[config.mk]
export PLATFORM = sky130hd
export DESIGN_NAME = pc_sequencer
export DESIGN_NICKNAME = d
export VERILOG_FILES = /design/src/rtl/pc_seq_pkg.sv /design/src/rtl/pc_next_mux.sv /design/src/rtl/pc_sequencer.sv
export SDC_FILE = /design/constraint.sdc
export NUM_CORES = 1
export LEC_CHECK = 0
export CAP_MARGIN = 15
export CORE_MARGIN = 2
export CORE_UTILIZATION = 25
export CTS_CLUSTER_SIZE = 14
export DETAILED_ROUTE_END_ITERATION = 7
export HOLD_SLACK_MARGIN = 0.06
export SLEW_MARGIN = 20
export SYNTH_ARGS = -nofsm -noshare
export SYNTH_HDL_FRONTEND = slang
export SYNTH_SLANG_ARGS = --single-unit
[constraint.sdc]
create_clock -name clk -period 2.5 [get_ports clk]
set_input_delay 0.375 -clock clk [delete_from_list [all_inputs] [get_ports clk]]
set_output_delay 0.375 -clock clk [all_outputs]
set_load 0.005 [all_outputs]
[src/rtl/pc_seq_pkg.sv]
// Shared types, default sizing and PC alignment helper for the fetch-stage sequencer.
package pc_seq_pkg;

    localparam int unsigned DEF_PC_W        = 8;
    localparam int unsigned DEF_INSTR_BYTES = 4;
    localparam int unsigned DEF_RESET_PC    = 0;

    typedef enum logic [1:0] {
        BOOT  = 2'd0,
        FETCH = 2'd1,
        HOLD  = 2'd2
    } state_t;

    typedef enum logic [1:0] {
        SEL_HOLD  = 2'd0,
        SEL_INC   = 2'd1,
        SEL_REDIR = 2'd2,
        SEL_RESET = 2'd3
    } pc_sel_t;

    // Clear the low address bits so a redirect lands on an instruction boundary.
    function automatic logic [31:0] align_pc(input logic [31:0] addr, input int unsigned low_bits);
        return addr & ~((32'd1 << low_bits) - 32'd1);
    endfunction

endpackage

[src/rtl/pc_next_mux.sv]
// Next-PC selection: hold, sequential increment, aligned redirect target or reset vector.
module pc_next_mux
    import pc_seq_pkg::*;
#(
    parameter int unsigned PC_W        = DEF_PC_W,
    parameter int unsigned INSTR_BYTES = DEF_INSTR_BYTES,
    parameter int unsigned RESET_PC    = DEF_RESET_PC
) (
    input  logic [PC_W-1:0] pc,
    input  logic [PC_W-1:0] redirect_pc,
    input  logic [1:0]      sel,
    output logic [PC_W-1:0] pc_next
);

    localparam int unsigned LOW_BITS = $clog2(INSTR_BYTES);

    always_comb begin
        pc_next = pc;
        case (sel)
            SEL_INC:   pc_next = pc + PC_W'(INSTR_BYTES);
            SEL_REDIR: pc_next = PC_W'(align_pc(32'(redirect_pc), LOW_BITS));
            SEL_RESET: pc_next = PC_W'(RESET_PC);
            default:   pc_next = pc;
        endcase
    end

endmodule

[src/rtl/pc_sequencer.sv]
// Fetch-stage controller: owns the PC, issues imem requests, buffers a fetch
// across IF/ID stalls and applies EX redirects with a one-cycle flush.
module pc_sequencer
    import pc_seq_pkg::*;
#(
    parameter int unsigned PC_W        = DEF_PC_W,
    parameter int unsigned INSTR_BYTES = DEF_INSTR_BYTES,
    parameter int unsigned RESET_PC    = DEF_RESET_PC
) (
    input  logic            clk,
    input  logic            reset,
    input  logic            stall,
    input  logic            redirect_valid,
    input  logic [PC_W-1:0] redirect_pc,
    output logic            imem_req,
    output logic [PC_W-1:0] imem_addr,
    input  logic            imem_ack,
    input  logic [31:0]     imem_rdata,
    output logic            if_valid,
    output logic [31:0]     if_instr,
    output logic [PC_W-1:0] if_pc,
    output logic            flush,
    output logic [PC_W-1:0] pc_out
);

    state_t          state;
    state_t          state_next;
    pc_sel_t         pc_sel;
    logic [PC_W-1:0] pc;
    logic [PC_W-1:0] pc_next;
    logic            emit;
    logic            emit_pend;
    logic            capture;
    logic            do_flush;
    logic [31:0]     pend_instr;
    logic [PC_W-1:0] pend_pc;

    pc_next_mux #(
        .PC_W        (PC_W),
        .INSTR_BYTES (INSTR_BYTES),
        .RESET_PC    (RESET_PC)
    ) u_pc_next_mux (
        .pc          (pc),
        .redirect_pc (redirect_pc),
        .sel         (pc_sel),
        .pc_next     (pc_next)
    );

    // State register; the reset vector reaches pc through the mux.
    always_ff @(posedge clk) begin
        if (!reset) begin
            state <= BOOT;
        end else begin
            state <= state_next;
        end
        pc <= pc_next;
    end

    // Next state: redirect overrides everything outside reset.
    always_comb begin
        state_next = state;
        if (redirect_valid) begin
            state_next = FETCH;
        end else begin
            case (state)
                BOOT:    state_next = FETCH;
                FETCH:   if (imem_ack && stall) state_next = HOLD;
                HOLD:    if (!stall) state_next = FETCH;
                default: state_next = BOOT;
            endcase
        end
    end

    // Decoded controls and the combinational request outputs.
    always_comb begin
        pc_sel    = SEL_HOLD;
        emit      = 1'b0;
        emit_pend = 1'b0;
        capture   = 1'b0;
        do_flush  = 1'b0;
        imem_req  = (state == FETCH);
        imem_addr = pc;
        if (!reset) begin
            pc_sel = SEL_RESET;
        end else if (redirect_valid) begin
            pc_sel   = SEL_REDIR;
            do_flush = 1'b1;
        end else begin
            case (state)
                FETCH: begin
                    if (imem_ack && stall) begin
                        capture = 1'b1;
                    end else if (imem_ack) begin
                        emit   = 1'b1;
                        pc_sel = SEL_INC;
                    end
                end
                HOLD: begin
                    if (!stall) begin
                        emit      = 1'b1;
                        emit_pend = 1'b1;
                        pc_sel    = SEL_INC;
                    end
                end
                default: pc_sel = SEL_HOLD;
            endcase
        end
    end

    // Registered IF/ID outputs and the stall pending buffer.
    always_ff @(posedge clk) begin
        if (!reset) begin
            if_valid   <= 1'b0;
            flush      <= 1'b0;
            if_instr   <= 32'd0;
            if_pc      <= PC_W'(0);
            pend_instr <= 32'd0;
            pend_pc    <= PC_W'(0);
        end else begin
            if_valid <= emit;
            flush    <= do_flush;
            if (emit) begin
                if_instr <= emit_pend ? pend_instr : imem_rdata;
                if_pc    <= emit_pend ? pend_pc : pc;
            end
            if (do_flush) begin
                pend_instr <= 32'd0;
                pend_pc    <= PC_W'(0);
            end else if (capture) begin
                pend_instr <= imem_rdata;
                pend_pc    <= pc;
            end
        end
    end

    assign pc_out = pc;

endmodule

Word-level counts from Yosys, hierarchy flattened:

Index checks and enable logic that the tools add are counted.

* multiplexer cells: 28
* reduce and logical (&&, ||, !) cells: 7
* $add $sub $neg: 1
* eq/ne operators: 9
* bitwise operators: 1

Operator list (count)
* $mux 32: 1
* $pmux 8 s3: 1
* $mux 1: 18
* $add 8x3->8 const B: 1
* $mux 2: 4
* $mux 8: 1
* $eq 2x2->1 const B: 3
* $pmux 2 s3: 1
* $eq 2x1->1 const B: 2
* $pmux 2 s2: 1
* $reduce_and 2->1: 2
* $reduce_or 2->1: 2
* $ne 3x2->1 const B: 1
* $ne 3x3->1 const B: 1
* $reduce_bool 3->1: 1
* $logic_not 2->1: 1
* $ne 2x1->1 const B: 1
* $ne 2x2->1 const B: 1
* $pmux 1 s2: 1
* $logic_and 1x1->1: 1
* $not 1->1: 1

* output and inout bits: 59
* register bits after elaboration: 92
* bits of input ports: 45

Depth between registers and ports, before layout:

Gate-level depths: netlist of run 1.

* word-level depth: 7
* mapped depth: 7
* mapped depth without buffers: 5

Cells and area by module:

A second synthesis of run 1 with hierarchy kept.

* cell total of the unflattened synthesis: 483
* area total of the unflattened synthesis: 4165.2 um^2

By module, submodules not included
* pc_sequencer: area an instance 3917.5 um^2, instances 1, cells an instance 450
* pc_next_mux: area an instance 247.7 um^2, instances 1, cells an instance 33

Least setup slack after synthesis of run 1:

OpenSTA, ideal clock, no wires.

* path type: register to register
* start point: register state[1]
* end point: register pc[2] (netlist: imem_addr[2]) (enable)
* setup slack: 0.638 ns
* period minus slack after synthesis: 1.862 ns
* path buffers: 2
* stages on the path, launching flop included: 8
* data arrival time: 1.537 ns
* cell sequence: dfxtp_1 inv_1 ha_1 a21o_1 clkbuf_1 buf_4 nand3b_1 nand3_1

* longest elaborated chain between the ends: 6
* elaborated cells on any way between the ends: 9

RTL lines
* start: declaration: line pc_sequencer.sv:26 `state_t state;`
* start signal: assignment: line pc_sequencer.sv:54 `state <= state_next;`
* $eq 2x1->1 *
* via imem_req: line pc_sequencer.sv:15 `output logic imem_req,`
* $pmux 2 s2 *: line pc_sequencer.sv:89 `case (state)`
* $mux 2 *: line pc_sequencer.sv:85 `end else if (redirect_valid) begin`
* $mux 2 *: line pc_sequencer.sv:83 `if (!reset) begin`
* $eq 2x1->1 or $eq 2x2->1 (tied branches): line pc_next_mux.sv:19 `case (sel)`
* $reduce_bool 3->1 (no line) *
* end signal: assignment: line pc_sequencer.sv:56 `pc <= pc_next;`
* end: declaration: line pc_sequencer.sv:29 `logic [PC_W-1:0] pc;`

The timed path passes the listed nets; every way through them passes the cells marked *.
A chain may end at the register's enable or synchronous reset.

Final worst setup path of run 1:

* start point: register state[1]
* end point: output imem_req

* longest elaborated chain between the ends: 1

RTL lines
* $eq 2x1->1: line pc_sequencer.sv:81 `imem_req = (state == FETCH);`
* end: declaration: line pc_sequencer.sv:15

Every way passes these cells.

==> results of run 1 <==
-- cell type report --
class	count	area share [%]
multi-input cells	323	32.7
repair buffers	109	21.4
well taps	184	4.45
inverters	4	0.290
clock inverters	2	1.16
flip-flops and latches	86	34.5
clock buffers	14	5.52
-- critical path, cell delays in order (launching register included) --
cell	delay, ps
dfxtp_1	350
inv_1	120
ha_1	250
clkdlybuf4s50_1	540
-- flip-flops by register name (all words and copies together) (netlist names) --
signal      flops
state           2
flush           1
if_instr       32
if_pc           6
if_valid        1
imem_addr       6
pend_instr     32
pend_pc         6
-- power by group through the flow --
stage	registers (mW)	logic, mW	clock network (mW)
3_5_place_dp	1.49	0.381	0
3_3_place_gp	1.49	0.374	0
4_1_cts	1.46	0.382	1.57
5_1_grt	1.47	0.413	1.63
6_report	1.46	0.379	1.52
2_1_floorplan	1.49	0.186	0
-- cells by family (layout without fill, tap and decap cells) --
family | count (synthesis) | after routing | share of synthesized area [%]
and+or+nand+nor | 176 | 176 | 19.3
AOI/OAI and AO/OA | 129 | 129 | 21.4
DFF | 86 | 86 | 47.9
buffers and inverters | 54 | 129 | 7.67
adders and majority gates | 7 | 7 | 2.35
xor gates and xnor gates | 3 | 3 | 0.706
muxes | 2 | 2 | 0.538
other | 1 | 6 | 0.101
-- stage by stage --
step | instances | utilization (%)
3_5_place_dp | 706 | 33.2
3_3_place_gp | 706 | 33.2
5_1_grt | 722 | 35.6
6_report | 722 | 35.6
2_1_floorplan | 463 | -
4_1_cts | 722 | 35.6
-- Yosys cell counts (all sizes together) (2+ instances only) --
cell and count:
a21oi 81, a311oi 38, a31oi 2, and2 3, buf 35, clkbuf 15
dfxtp 80, edfxtp 6, ha 7, inv 4, mux2i 2, nand2 154
nand3 4, nor2 6, o21ai 6, xor2 3
-- final timing paths --
path                            depth (start not counted)  slack (ps)                         from                     endpoint
worst max-delay path                                    3         530        state[1]$_SDFFE_PP0P_                     imem_req
worst min-delay path                                    2         450  pend_instr[29]$_SDFFE_PP0P_  pend_instr[29]$_SDFFE_PP0P_
worst max register to register                          6         660        state[0]$_SDFFE_PN0P_    if_instr[25]$_SDFFE_PN0P_
worst min register to register                          2         450  pend_instr[29]$_SDFFE_PP0P_  pend_instr[29]$_SDFFE_PP0P_
-- routing by layer --
layer	up-vias	global-route usage, %	part of all wire [%]
met3	23	3.48	5.7
met2	104	23.4	49
met4	0	7.05	2.8
li1	1717	-	-
met1	1664	15.5	42
met5	-	0	0
==> results.yml, run 1 <==
sta:
  tns_ps: 0
  fin_ws_ps: 531
  hold_slack_ps: 452
  layout_min_cycle_time_ps: 1970
  finalSetupViolCount: 0
  drv_slew: 0
  hold_viol: 0
  finClkSkew_ps: 5.65
  rsz0062_at_grt: "no"
  clock.fmax_mhz: 508
  finalCritPeriodShare_pct: 78.8
critical_path:
  critPathKind: "flip-flop to output port"
  worstPathArrival_ps: 1590
  worstPathRequired_ps: 2120
  setup.worst_path.end_class: "output port"
  worstSetupStartpointType: "flip-flop"
  path_max_fanout: 5
clocking:
  clockBufferDepth: 2
  cts_tree: "done"
  clock_latency_ps: 340
  hold_buffers: 0
  cts_setup_buffers: 0
  cts_resized: 0
  cts_made_buffers: 9
  cts-root-buf: "clkbuf_16"
  clk_pin_slew_ps: 60
  h-tree-depth: 3
  cts_sinks: 86
global_route:
  overflow: 0
  grt_pass1_wl_mm: 17.2
  antenna_found_initial: 0
  grt_util_all_layers_pct: 13.6
  grt_pass1_vias: 3452
  grt_max_degree: 39
floorplan:
  core_area_um2: 14500
  die_w_um: 126
  fp.dieH_um: 126
  die-area_um2: 15900
  start_util_pct: 25.6
  num_rows: 44
  num_io_pins: 104
cells_and_area:
  syn_to_final_growth_pct: 39.0
  regArea_um2: 1780
  final_common_cell: "nand2_1"
  multi_input_area_um2: 1690
  fin_nets: 585
  antennaDiodeCount: 0
  drive_gt1_share_pct: 6.69
  fillCellCount: 1488
  stdcell_area_um2: 5170
  final_cell_mix: "nand2_1 (153), clkdlybuf4s50_1 (95), a21oi_1 (81), dfxtp_1 (80), a311oi_1 (38)"
detailed_routing:
  totalWireLength_mm: 10.7
  drc: 0
  vias: 3508
  routedWlPerCell_um: 14.8
  firstDrtPassIters: 4
  ant_nets: 0
  drt_iter0_drc: 223
  vias_per_cell: 4.86
flow_run:
  maxCapViolCount: 0
power_and_ir_drop:
  powerDensity_nw_per_um2: 651
  p_clk_share_pct: 45.3
  p_int_mw: 2.61
  switching_share_pct: 22.4
  seqPwrFrac_pct: 43.5
  peakVddDrop_uv: 329
  power.total_mw: 3.36
  p_leak_nw: 1.76
  p_sw_uw: 754
  power_frac_comb_pct: 11.3
hold_path:
  hp-class: "flip-flop to flip-flop"
synthesis:
  yosys_most_used_dff: "dfxtp_1"
  yosys_warnings: 0
  synth_top_area_share_pct: 43.1
  synth_cell_types: 32
  synthTopCellsByArea: "dfxtp_1 (43%), nand2_1 (16%), a21oi_1 (11%)"
  syn_area_um2: 3720
  yosys.area.top_type: "dfxtp_1"
  synth-async-reset-ratio_pct: 0
  ys_ff_latch: 86
  synth_edf_count: 6
  synth_seq_area_share_pct: 47.9
  syn_avg_cell_area_um2: 8.12
  syn_inst: 458
place:
  port_buffers: 95
  placed_area_um2: 4830
  gp_congestion: 0.729
  pre_cts_ws_ps: 400
  dp_hpwl_mm: 6.96
run_status:
  status: "finished clean"
(Power assumes the default switching activity.)
==> run 2: changes to the inputs <==
==> constraint.sdc (replaced) <==
create_clock -name clk -period 1.8 [get_ports clk]
set_input_delay 0.27 -clock clk [delete_from_list [all_inputs] [get_ports clk]]
set_output_delay 0.27 -clock clk [all_outputs]
set_load 0.005 [all_outputs]
==> run 2 against run 1 <==
Critical path depth grew 4; non-clock buffer count grew 11; sequential cell count is the same; register-to-register slack lost 610 ps; largest cell class is now multi-input gates.
==> results.yml, run 2 (synthesis gave the netlist of run 1 again) <==
run_status:
  status: "finished clean"
floorplan:
  die_w_um: 126
  num_rows: 44
  core_area_um2: 14500
  num_io_pins: 104
  die-area_um2: 15900
  start_util_pct: 25.6
  fp.dieH_um: 126
place:
  pre_cts_ws_ps: -72.2
  port_buffers: 95
  dp_hpwl_mm: 7.14
  gp_congestion: 0.745
power_and_ir_drop:
  powerDensity_nw_per_um2: 842
  p_leak_nw: 1.86
  peakVddDrop_uv: 473
clocking:
  h-tree-depth: 3
  hold_buffers: 0
  cts_tree: "done"
  cts_made_buffers: 9
  clockBufferDepth: 2
  cts-root-buf: "clkbuf_16"
  cts_sinks: 86
  clock_latency_ps: 340
  clk_pin_slew_ps: 60
critical_path:
  worstSetupStartpointType: "flip-flop"
  setup.worst_path.end_class: "flip-flop"
  r2r-start: "state[1]$_SDFFE_PP0P_"
  r2r-end: "if_instr[2]$_SDFFE_PN0P_"
  ff2ff_setup_slack_ps: 50
  critPathKind: "flip-flop to flip-flop"
  reg2reg_depth: 7
  worstPathRequired_ps: 2050
  path_max_fanout: 19
  worstPathArrival_ps: 2000
sta:
  finalCritPeriodShare_pct: 97.1
  drv_slew: 0
  finalSetupViolCount: 0
  finClkSkew_ps: 8.11
  hold_slack_ps: 453
  clock.fmax_mhz: 572
  rsz0062_at_grt: "no"
  fin_ws_ps: 52.7
  layout_min_cycle_time_ps: 1750
  tns_ps: 0
  hold_viol: 0
cells_and_area:
  drive_gt1_share_pct: 12.2
  reg_top3: "if_instr x32, pend_instr x32"
  syn_to_final_growth_pct: 47.2
  antennaDiodeCount: 0
  fin_nets: 596
  final_common_cell: "nand2_1"
  final_cell_mix: "nand2_1 (153), clkdlybuf4s50_1 (94), a21oi_1 (81), dfxtp_1 (79), a311oi_1 (23)"
detailed_routing:
  drt_iter0_drc: 182
  routedWlPerCell_um: 15.3
  vias: 3532
  vias_per_cell: 4.83
  totalWireLength_mm: 11.2
  ant_nets: 0
  firstDrtPassIters: 4
  drc: 0
global_route:
  grt_util_all_layers_pct: 13.8
  grt_max_degree: 39
  antenna_found_initial: 0
  grt_pass1_wl_mm: 17.6
  grt_pass1_vias: 3423
  overflow: 0
hold_path:
  worstHoldPathCells: 2
  hp-class: "flip-flop to flip-flop"
  hold_path_end: "pend_instr[21]$_SDFFE_PP0P_"
  worstHoldStart: "pend_instr[21]$_SDFFE_PP0P_"
flow_run:
  maxCapViolCount: 0
-- run 2: changes by cell type in the layout (fill, tap and decap cells not counted), moves of 2 or more --
cell | previous run | this run
ha_2 | 0 | 2
a311oi_1 | 38 | 23
clkbuf_16 | 10 | 12
ha_1 | 7 | 4
a311oi_2 | 0 | 15
buf_12 | 4 | 12
-- run 2: power breakdown --
part	internal [mW]	switching, mW
Sequential	1.98	0.0495
Combinational	0.317	0.283
Clock	1.23	0.751
-- run 2: metal layers --
layer | part of all wire, % | vias to the layer above | track usage, %
met2 | 50 | 85 | 24.2
met4 | 1.0 | 0 | 5.04
met1 | 45 | 1710 | 16.2
li1 | - | 1727 | -
met3 | 4.5 | 10 | 3.48
met5 | 0 | - | 0
-- run 2: area by class of cell --
| cell class | instances | area (µm²) |
|---|---|---|
| fill | 1473 | 9060 |
| multi-input combinational | 323 | 1810 |
| sequential | 86 | 1780 |
| timing repair buffer | 120 | 1320 |
| clock buffer | 13 | 282 |
| tap | 184 | 230 |
| clock inverter | 2 | 37.5 |
| inverter | 4 | 15.0 |
-- run 2: through the flow --
stage	instance area [µm²]	std cells	power, mW	util [%]
detailed placement	4990	714	2.64	34.3
finish	5480	732	4.61	37.7
global placement	4990	714	2.63	34.3
CTS	5310	729	4.63	36.5
floorplan	3740	463	2.32	-
global route	5480	732	4.80	37.7
-- run 2: what timing repair did --
action	in CTS	in global routing
endpoints found under the hold margin	0	0
resized for setup	3	19
buffers inserted	0	1
setup endpoints to repair	5	19
cloned	0	2
-- run 2: how the worst max path moves through the flow --
| stage | slack [ps] | cells past startpoint | to | from |
|---|---|---|---|---|
| 3_5_place_dp | -70 | 5 | if_instr[9]$_SDFFE_PN0P_ | redirect_valid |
| 4_1_cts | 40 | 6 | if_instr[9]$_SDFFE_PN0P_ | state[1]$_SDFFE_PP0P_ |
| 2_1_floorplan | 10 | 7 | imem_addr[2]$_DFFE_PP_ | state[0]$_SDFFE_PN0P_ |
| 5_1_grt | 6 | 7 | if_instr[2]$_SDFFE_PN0P_ | state[1]$_SDFFE_PP0P_ |
| 3_3_place_gp | -20 | 5 | if_instr[10]$_SDFFE_PN0P_ | redirect_valid |
| 6_report | 50 | 7 | if_instr[2]$_SDFFE_PN0P_ | state[1]$_SDFFE_PP0P_ |
-- run 2: worst max-delay path, stage by stage, from the launching register on --
cell       delay [ps]
dfxtp_2           370
inv_1             110
ha_4              290
nor3b_4           150
buf_4             170
clkbuf_16         200
a21oi_1           100
a311oi_2          260
